$ cat config.mk
export PLATFORM = sky130hd
export DESIGN_NAME = mod9_counter_sched
export DESIGN_NICKNAME = d
export VERILOG_FILES = /design/src/rtl/mod9_counter_sched.sv
export SDC_FILE = /design/constraint.sdc
export NUM_CORES = 1
export LEC_CHECK = 0
export ABC_CLOCK_PERIOD_IN_PS = 1700
export BUFFER_PORTS_ARGS = -buffer_cell sky130_fd_sc_hd__buf_2
export CORE_ASPECT_RATIO = 1.25
export CORE_UTILIZATION = 35
export CTS_CLUSTER_DIAMETER = 200
export DETAILED_ROUTE_END_ITERATION = 10
export GPL_TIMING_DRIVEN = 0
export PLACE_DENSITY = 0.62
export REMOVE_ABC_BUFFERS = 1
export SLEW_MARGIN = 20
export SYNTH_ARGS = -nofsm -noshare
export SYNTH_HDL_FRONTEND = slang
export SYNTH_SLANG_ARGS = --single-unit
$ cat constraint.sdc
create_clock -name clk_i -period 1.7 [get_ports clk_i]
set_input_delay 0.085 -clock clk_i [delete_from_list [all_inputs] [get_ports clk_i]]
set_output_delay 0.085 -clock clk_i [all_outputs]
set_load 0.01 [all_outputs]
$ cat src/rtl/mod9_counter_sched.sv
// ---------------------------------------------------------------------------
// mod9_counter_sched
//
// Sequencer/arbiter that shares one external loadable mod-9 up/down counter
// between two requesters. Each requester issues LOAD, UP-by-N or DOWN-by-N
// commands. Grants are round-robin. The scheduler drives the counter's
// load/control/I pins and reports the final count.
//
// The external counter steps on every clock unless it is loaded. Whenever no
// command is executing, the scheduler therefore holds the count by reloading
// the counter with its own output.
//
// Ports:
//   clk_i          system clock
//   rst_ni         asynchronous active-low reset
//   req_i[1:0]     request per requester, held high until its ack is seen
//   cmd0_i/arg0_i  requester 0 command (00 NOP, 01 LOAD, 10 UP, 11 DOWN) and
//                  argument (load value or step count)
//   cmd1_i/arg1_i  requester 1 command and argument
//   ack_o[1:0]     one-cycle accept pulse per requester
//   done_o[1:0]    one-cycle completion pulse per requester
//   err_o          one-cycle pulse with done_o for a rejected command
//   result_o       count captured at completion, held until the next one
//   busy_o         high whenever the scheduler is not idle
//   cnt_load_o     to counter load
//   cnt_control_o  to counter control (1 = count up)
//   cnt_I_o        to counter parallel-load input
//   cnt_q_i        from counter output
// ---------------------------------------------------------------------------
module mod9_counter_sched #(
    parameter int MOD       = 9,
    parameter int MAX_STEPS = 8
) (
    input  logic       clk_i,
    input  logic       rst_ni,
    input  logic [1:0] req_i,
    input  logic [1:0] cmd0_i,
    input  logic [3:0] arg0_i,
    input  logic [1:0] cmd1_i,
    input  logic [3:0] arg1_i,
    output logic [1:0] ack_o,
    output logic [1:0] done_o,
    output logic       err_o,
    output logic [3:0] result_o,
    output logic       busy_o,
    output logic       cnt_load_o,
    output logic       cnt_control_o,
    output logic [3:0] cnt_I_o,
    input  logic [3:0] cnt_q_i
);

    localparam logic [1:0] CMD_NOP  = 2'b00;
    localparam logic [1:0] CMD_LOAD = 2'b01;
    localparam logic [1:0] CMD_UP   = 2'b10;
    localparam logic [1:0] CMD_DOWN = 2'b11;

    localparam logic [3:0] MOD_V   = 4'(MOD);
    localparam logic [3:0] MAX_V   = 4'(MAX_STEPS);

    // IDLE: waiting for a request, counter held.
    // EXEC: counter is loaded once or stepped step_q more times.
    // WAIT: counter held for one cycle while the final count is captured.
    typedef enum logic [1:0] {
        IDLE = 2'd0,
        EXEC = 2'd1,
        WAIT = 2'd2
    } state_e;

    state_e     state_q,     state_d;
    logic       grantIdx_q,  grantIdx_d;
    logic       lastGrant_q, lastGrant_d;
    logic [1:0] cmd_q,       cmd_d;
    logic [3:0] arg_q,       arg_d;
    logic [3:0] stepCnt_q,   stepCnt_d;
    logic       invalid_q,   invalid_d;
    logic [1:0] ack_q,       ack_d;
    logic [1:0] done_q,      done_d;
    logic       err_q,       err_d;
    logic [3:0] result_q,    result_d;

    logic       grantSel;
    logic [1:0] selCmd;
    logic [3:0] selArg;
    logic       selValid;

    // Arbitration and command validation for the requester that would be
    // granted at the next edge. With both requesting, the one not granted
    // last wins; lastGrant_q resets to 1 so requester 0 is favoured first.
    always_comb begin
        grantSel = 1'b0;
        if (req_i == 2'b11) begin
            grantSel = ~lastGrant_q;
        end else begin
            grantSel = req_i[1];
        end

        selCmd = grantSel ? cmd1_i : cmd0_i;
        selArg = grantSel ? arg1_i : arg0_i;

        selValid = 1'b0;
        case (selCmd)
            CMD_LOAD: selValid = (selArg < MOD_V);
            CMD_UP,
            CMD_DOWN: selValid = (selArg != 4'd0) && (selArg <= MAX_V);
            default:  selValid = 1'b0;
        endcase
    end

    // Next-state logic. ack/done/err are single-cycle pulses, so they
    // default to zero and are raised only in the cycle before they appear.
    always_comb begin
        state_d     = state_q;
        grantIdx_d  = grantIdx_q;
        lastGrant_d = lastGrant_q;
        cmd_d       = cmd_q;
        arg_d       = arg_q;
        stepCnt_d   = stepCnt_q;
        invalid_d   = invalid_q;
        ack_d       = 2'b00;
        done_d      = 2'b00;
        err_d       = 1'b0;
        result_d    = result_q;

        case (state_q)
            IDLE: begin
                if (req_i != 2'b00) begin
                    grantIdx_d  = grantSel;
                    lastGrant_d = grantSel;
                    cmd_d       = selCmd;
                    arg_d       = selArg;
                    invalid_d   = ~selValid;
                    ack_d       = grantSel ? 2'b10 : 2'b01;
                    if (selValid) begin
                        // A LOAD occupies exactly one EXEC cycle.
                        state_d   = EXEC;
                        stepCnt_d = (selCmd == CMD_LOAD) ? 4'd1 : selArg;
                    end else begin
                        // Rejected commands never touch the counter.
                        state_d   = WAIT;
                        stepCnt_d = 4'd0;
                    end
                end
            end

            EXEC: begin
                if (stepCnt_q <= 4'd1) begin
                    state_d   = WAIT;
                    stepCnt_d = 4'd0;
                end else begin
                    stepCnt_d = stepCnt_q - 4'd1;
                end
            end

            WAIT: begin
                // The counter has been held this cycle, so cnt_q_i already
                // shows the final count of the command.
                result_d           = cnt_q_i;
                done_d[grantIdx_q] = 1'b1;
                err_d              = invalid_q;
                state_d            = IDLE;
            end

            default: begin
                state_d   = IDLE;
                stepCnt_d = 4'd0;
            end
        endcase
    end

    // State and registered outputs. Reset aborts any command in flight
    // without a done pulse; the counter pins fall back to hold at once.
    always_ff @(posedge clk_i or negedge rst_ni) begin
        if (!rst_ni) begin
            state_q     <= IDLE;
            grantIdx_q  <= 1'b0;
            lastGrant_q <= 1'b1;
            cmd_q       <= CMD_NOP;
            arg_q       <= 4'd0;
            stepCnt_q   <= 4'd0;
            invalid_q   <= 1'b0;
            ack_q       <= 2'b00;
            done_q      <= 2'b00;
            err_q       <= 1'b0;
            result_q    <= 4'd0;
        end else begin
            state_q     <= state_d;
            grantIdx_q  <= grantIdx_d;
            lastGrant_q <= lastGrant_d;
            cmd_q       <= cmd_d;
            arg_q       <= arg_d;
            stepCnt_q   <= stepCnt_d;
            invalid_q   <= invalid_d;
            ack_q       <= ack_d;
            done_q      <= done_d;
            err_q       <= err_d;
            result_q    <= result_d;
        end
    end

    // Counter pins follow the state directly. Outside EXEC the counter is
    // reloaded with its own value, which is how the count is held.
    always_comb begin
        cnt_load_o    = 1'b1;
        cnt_control_o = 1'b0;
        cnt_I_o       = cnt_q_i;
        if (state_q == EXEC) begin
            if (cmd_q == CMD_LOAD) begin
                cnt_I_o = arg_q;
            end else begin
                cnt_load_o    = 1'b0;
                cnt_control_o = (cmd_q == CMD_UP);
                cnt_I_o       = 4'd0;
            end
        end
    end

    assign ack_o    = ack_q;
    assign done_o   = done_q;
    assign err_o    = err_q;
    assign result_o = result_q;
    assign busy_o   = (state_q != IDLE);

endmodule
==> summary.txt, run 1 <==
status - complete, no violations
GR peak layer - met2
root buffer cell - clkbuf_8
cell area after synthesis - 1290 µm²
xor-xnor portion of the synthesized cell area - 0%
Critical Path AT - 1.71 ns
GRT Util Overall - 15.8%
crit-path max FO - 17
DR WL/cell - 13.8 µm
multi-input logic area - 652 µm²
Leak Pwr - 0.000729 µW
crit path time final - 1.56 ns
simple logic cell fraction of the synthesized area - 23.9%
vias in the first global route - 1079
Worst VDD drop - 0.658 mV
post-route ant nets - 0
DRC violations left - 0
relative slew slack - 65.0%
grt met1 use - 17.1%
Initial DRC Count - 27
initial core utilization - 36.6%
RSZ-0062 raised after global routing - no
crit start category - flop
share of cells above drive strength 1 - 32.7%
Reg area - 602 µm²
most frequent cells in the layout - buf_2 (35), dfrtp_1 (23), nor2_1 (17), nand2_1 (16), a31oi_1 (7)
clock sinks - 24
first-pass GRT wire length - 4.85 mm
core box area - 3510 µm²
Syn. warnings - 0
Post-Synth Adder-Cell Area - 1.95%
endpoints failing hold - 0
placer congestion estimate - 0.788
Yosys reg bits - 24
H-tree depth - 1
Die H - 69.8 µm
max_cap viols - 0
clock latency on the worst-skew pair - 0.27 ns
Fill cells - 371
Clock Skew - 0.00312 ns
mux cell area share after synthesis - 6.32%
port bufs - 35
CTS tree - built
Fin Setup TNS - 0 ns
row count - 24
gr ovfl total - 0
antenna cells - 0
Clock Tree Buf Depth - 2
vias - 1130
Seq/Total Area, Yosys - 46.8%
Netlist cell types - 39
commonest non-fill, non-tap cell in the layout - buf_2
main combinational cell family by area after synthesis - simple AND/OR/NAND/NOR gates
worst-margin pin slew - 0.524 ns
Crit path required time - 1.86 ns
met2 Use GR - 29.8%
Routed WL - 2.86 mm
grt met3 use - 2.43%
CTS Buf Count - 3
Crit Path Class - reg -> reg
Vias/cell - 5.46
Hold Slack - 0.0640 ns
die width - 56.2 µm
final worst path period share - 91.6%
Post-Synthesis Cells - 133
pin count of the biggest net entering global routing - 25
endpoints failing setup - 0
Avg Cell Area, Syn - 9.67 µm²
HP Class - in -> reg
CP endpoint kind - flop
die footprint - 3920 µm²
FMAX - 0.642 GHz
first-pass detailed-route iteration total - 4
detailed-placement wirelength estimate - 2.28 mm
nets@finish - 191
Synth Area in Compound Gates - 18.1%
initial antenna violation count - 0
Post CTS Setup Buffer Count - 0
Power Dens Cells - 1600 nW/µm²
Reg clk slew, reported paths - 0.08 ns
Syn-to-layout area delta - 20.3%
Top-Level Pins - 36
final slew viol count - 0
==> logic make-up after synthesis <==
kind of cell	Yosys count
adder cells (fa/ha/maj)	2
AND/OR/NAND/NOR	61
AO/OA/AOI/OAI	30
flip-flops	24
buffers and inverters	9
multiplexers	7
==> registers in the layout, summed over array words and instances, names as in the netlist <==
register / count
cmd_q: 2
stepCnt_q: 4
state_q: 2
result_o: 4
invalid_q: 1
arg_q: 4
lastGrant_q: 1
err_o: 1
done_o: 2
ack_o: 2
grantIdx_q: 1
==> worst max-delay path: stages (launching register included) <==
cell	delay, ns
dfrtp_1	0.42
or2_0	0.33
nor2_4	0.37
mux2_4	0.33
==> power by group <==
| group | leakage, µW | switching [µW] | internal [µW] | total (µW) |
|---|---|---|---|---|
| Combinational | 0.000413 | 620 | 510 | 1130 |
| Clock | 0.0000228 | 180 | 168 | 347 |
| Sequential | 0.000293 | 152 | 844 | 996 |
| Total | 0.000729 | 952 | 1520 | 2470 |
==> metrics by stage <==
stage | std cells | total power (µW) | utilization [%] | area (µm²) | setup slack, ns
floorplan | 128 | 1770 | - | 1260 | 0.223
global placement | 202 | 2110 | 42.3 | 1490 | 0.167
detailed placement | 202 | 2150 | 42.3 | 1490 | 0.163
CTS | 207 | 2500 | 43.9 | 1540 | 0.0107
global route | 207 | 2670 | 44.1 | 1550 | 0.0693
finish | 207 | 2470 | 44.1 | 1550 | 0.143
==> synthesized netlist by cell type <==
library cell	instances	share of area, %
or2_0	1	0.49
buf_4	1	0.58
mux2i_1	1	0.78
a2bb2oi_1	1	0.68
nor2_1	18	5.3
a41oi_1	1	0.68
nand2b_1	5	2.4
clkbuf_1	4	1.2
nor3_1	3	1.2
inv_1	4	1.2
a31oi_1	7	3.4
nand2_1	16	4.7
nor3b_1	1	0.58
a22o_1	4	2.7
a21boi_2	1	0.88
dfstp_2	1	2.0
nor2b_1	2	0.97
or2_2	2	0.97
a21bo_2	1	0.78
a21bo_1	1	0.78
a221oi_2	1	1.2
mux2_2	5	4.4
o221ai_1	1	0.68
or3_4	1	0.88
o21ai_0	3	1.2
nor2_4	1	0.88
a21o_1	3	1.8
nand4b_1	3	2.0
a21oi_1	2	0.78
ha_1	2	1.9
nand3b_1	1	0.58
mux2_4	1	1.2
o21ba_2	1	0.78
a211oi_1	1	0.58
dfrtp_1	23	45
o211ai_1	1	0.58
o41ai_1	1	0.68
nand3_1	4	1.6
nand4_1	3	1.5
==> cell type report <==
class	count	share of cell area, %
Multi-Input combinational cell	100	42.1
Sequential cell	24	38.9
Timing Repair Buffer	36	12.0
Tap cell	39	3.15
Clock buffer	4	2.91
Inverter	4	0.970
==> metal layers <==
metal	up-vias	wire length, µm
met4	0	65
met3	7	135
met2	33	1520
met1	540	1140
li1	550	-
met5	-	0
==> repair_timing <==
action	in CTS	in global routing
hold endpoints to repair	23	0
resized for setup	0	2
hold buffers	1	0
endpoints found under the setup margin	0	4
==> path summary, 6_finish.rpt <==
path	from	end	slack (ns)	depth (start not counted)
min reg2reg	grantIdx_q$_DFFE_PN0P_	done_o[0]$_DFF_PN0_	0.47	1
max in group asynchronous	rst_ni	lastGrant_q$_DFFE_PN1P_	1.01	2
min	cnt_q_i[2]	result_o[2]$_DFFE_PN0N_	0.06	2
min in group asynchronous	rst_ni	result_o[0]$_DFFE_PN0N_	0.32	2
max	state_q[0]$_DFFE_PN0P_	invalid_q$_DFFE_PN0P_	0.14	3
max reg2reg	state_q[0]$_DFFE_PN0P_	invalid_q$_DFFE_PN0P_	0.14	3
Note: power is estimated with default switching activity, not from simulation.
==> run 2: changes to the inputs <==
--- a/config.mk
+++ b/config.mk
@@ -6,7 +6,7 @@
 export NUM_CORES = 1
 export LEC_CHECK = 0
 export ABC_CLOCK_PERIOD_IN_PS = 1700
-export BUFFER_PORTS_ARGS = -buffer_cell sky130_fd_sc_hd__buf_2
+export BUFFER_PORTS_ARGS = -buffer_cell sky130_fd_sc_hd__buf_4
 export CORE_ASPECT_RATIO = 1.25
 export CORE_UTILIZATION = 35
 export CTS_CLUSTER_DIAMETER = 200
==> summary.txt, run 2 (synthesis results as in run 1) <==
status - complete, no violations (unchanged)
CTS Buf Count - 3 (unchanged)
Seq pwr share - 36.5% (was 40.3%)
worst-margin pin slew - 0.471 ns (was 0.524 ns)
Sw Share - 35.8% (was 38.5%)
nets@finish - 191 (unchanged)
die width - 56.2 µm (unchanged)
clock sinks - 24 (unchanged)
die footprint - 3920 µm² (unchanged)
Crit Path Class - reg -> out (was reg -> reg)
gr ovfl total - 0 (unchanged)
clock latency on the worst-skew pair - 0.27 ns (about the same)
Leak Pwr - 0.000768 µW (was 0.000729 µW)
clock share of power - 18.3% (was 14.0%)
crit-path max FO - 10 (was 17)
Clock Skew - 0.00313 ns (was 0.00312 ns)
initial core utilization - 36.6% (unchanged)
Top-Level Pins - 36 (unchanged)
Routed WL - 2.92 mm (was 2.86 mm)
first-pass GRT wire length - 4.82 mm (was 4.85 mm)
Internal Power - 1770 µW (was 1520 µW)
Worst VDD drop - 0.657 mV (was 0.658 mV)
final slew viol count - 0 (unchanged)
DR WL/cell - 14.1 µm (was 13.8 µm)
H-tree depth - 1 (unchanged)
FMAX - 0.634 GHz (was 0.642 GHz)
GRT Util Overall - 15.9% (was 15.8%)
Initial DRC Count - 26 (was 27)
endpoints failing setup - 0 (unchanged)
crit path time final - 1.58 ns (was 1.56 ns)
port bufs - 35 (unchanged)
vias - 1139 (was 1130)
most frequent cells in the layout - buf_4 (35), dfrtp_1 (23), nor2_1 (17), nand2_1 (16), a31oi_1 (7) (was buf_2 (35), dfrtp_1 (23), nor2_1 (17), nand2_1 (16), a31oi_1 (7))
commonest non-fill, non-tap cell in the layout - buf_4 (was buf_2)
vias in the first global route - 1069 (was 1079)
share of cells above drive strength 1 - 33.9% (was 32.7%)
pin count of the biggest net entering global routing - 25 (unchanged)
CP endpoint kind - output pin (was flop)
root buffer cell - clkbuf_8 (unchanged)
detailed-placement wirelength estimate - 2.28 mm (about the same)
Clock Tree Buf Depth - 2 (unchanged)
Crit path required time - 1.62 ns (was 1.86 ns)
Syn-to-layout area delta - 29.5% (was 20.3%)
row count - 24 (unchanged)
Post CTS Setup Buffer Count - 0 (unchanged)
initial antenna violation count - 0 (unchanged)
placer congestion estimate - 0.765 (was 0.788)
Die H - 69.8 µm (unchanged)
relative slew slack - 68.4% (was 65.0%)
Fin Setup TNS - 0 ns (unchanged)
multi-input logic area - 656 µm² (was 652 µm²)
Fill cells - 352 (was 371)
core box area - 3510 µm² (unchanged)
Reg clk slew, reported paths - 0.09 ns (was 0.08 ns)
HP Class - in -> reg (unchanged)
crit start category - flop (unchanged)
max_cap viols - 0 (unchanged)
switching power - 984 µW (was 952 µW)
Critical Path AT - 1.49 ns (was 1.71 ns)
RSZ-0062 raised after global routing - no (unchanged)
final worst path period share - 92.7% (was 91.6%)
antenna cells - 0 (unchanged)
endpoints failing hold - 0 (unchanged)
Final Power - 2750 µW (was 2470 µW)
CTS tree - built (unchanged)
Comb power frac - 45.2% (was 45.7%)
first-pass detailed-route iteration total - 4 (unchanged)
post-route ant nets - 0 (unchanged)
Reg area - 602 µm² (unchanged)
DRC violations left - 0 (unchanged)
Power Dens Cells - 1650 nW/µm² (was 1600 nW/µm²)
Vias/cell - 5.50 (was 5.46)
run 2: cell count changes in the layout (fill, tap and decap cells not counted), sizes merged:
cell    delta
bufinv     +1
clkbuf     -1
run 2: through the flow:
| stage | utilization [%] | instance area (µm²) | worst slack, ns | hold slack (ns) | cells |
|---|---|---|---|---|---|
| finish | 47.4 | 1670 | 0.124 | 0.0498 | 207 |
| global route | 47.4 | 1670 | 0.0387 | 0.0366 | 207 |
| CTS | 47.2 | 1660 | 0.0470 | 0.0463 | 207 |
| detailed placement | 44.8 | 1580 | 0.133 | 0.00285 | 202 |
| global placement | 44.8 | 1580 | 0.157 | -0.00209 | 202 |
| floorplan | - | 1260 | 0.223 | -0.211 | 128 |
run 2: area by class of cell:
type	count	share of cell area (%)
multi-input cells	100	39.4
flip-flops and latches	24	36.1
clock buffers	3	2.48
clock inverters	1	1.80
inverters	4	0.902
well taps	39	2.93
repair buffers	36	16.4
run 2: final timing paths:
path                       slack [ns]                 endpoint  depth (start not counted)                    from
min                              0.05  result_o[3]$_DFFE_PN0N_                          2              cnt_q_i[3]
max                              0.12               cnt_I_o[3]                          4  state_q[1]$_DFFE_PN0P_
max reg2reg                      0.14    invalid_q$_DFFE_PN0P_                          3  state_q[0]$_DFFE_PN0P_
min in group asynchronous        0.23  result_o[1]$_DFFE_PN0N_                          2                  rst_ni
min reg2reg                      0.46      done_o[0]$_DFF_PN0_                          1  grantIdx_q$_DFFE_PN0P_
max in group asynchronous        1.18  lastGrant_q$_DFFE_PN1P_                          2                  rst_ni
run 2: repair_timing:
item	4_1_cts	5_1_grt
endpoints found under the setup margin	3	5
gates cloned	0	0
resized for setup	1	2
hold buffers	1	0
endpoints found under the hold margin	24	0
run 2: critical path: stages (launching register included):
cell	delay, ns
dfrtp_1	0.42
nand2b_2	0.30
nor2_2	0.22
a22o_1	0.16
buf_4	0.12
run 2: layer usage:
layer | track usage [%] | vias up | share of wire (%)
li1 | - | 546 | -
met1 | 18.2 | 555 | 41
met2 | 28.6 | 31 | 52
met3 | 2.24 | 7 | 3.8
met4 | 7.59 | 0 | 2.4
met5 | 0 | - | 0
run 2: power groups by stage:
stage,combinational (µW),sequential [µW],clock (µW)
CTS,1250,1000,516
floorplan,740,1030,0
detailed placement,1240,1010,0
global route,1370,1040,545
finish,1240,1000,504
global placement,1210,1010,0
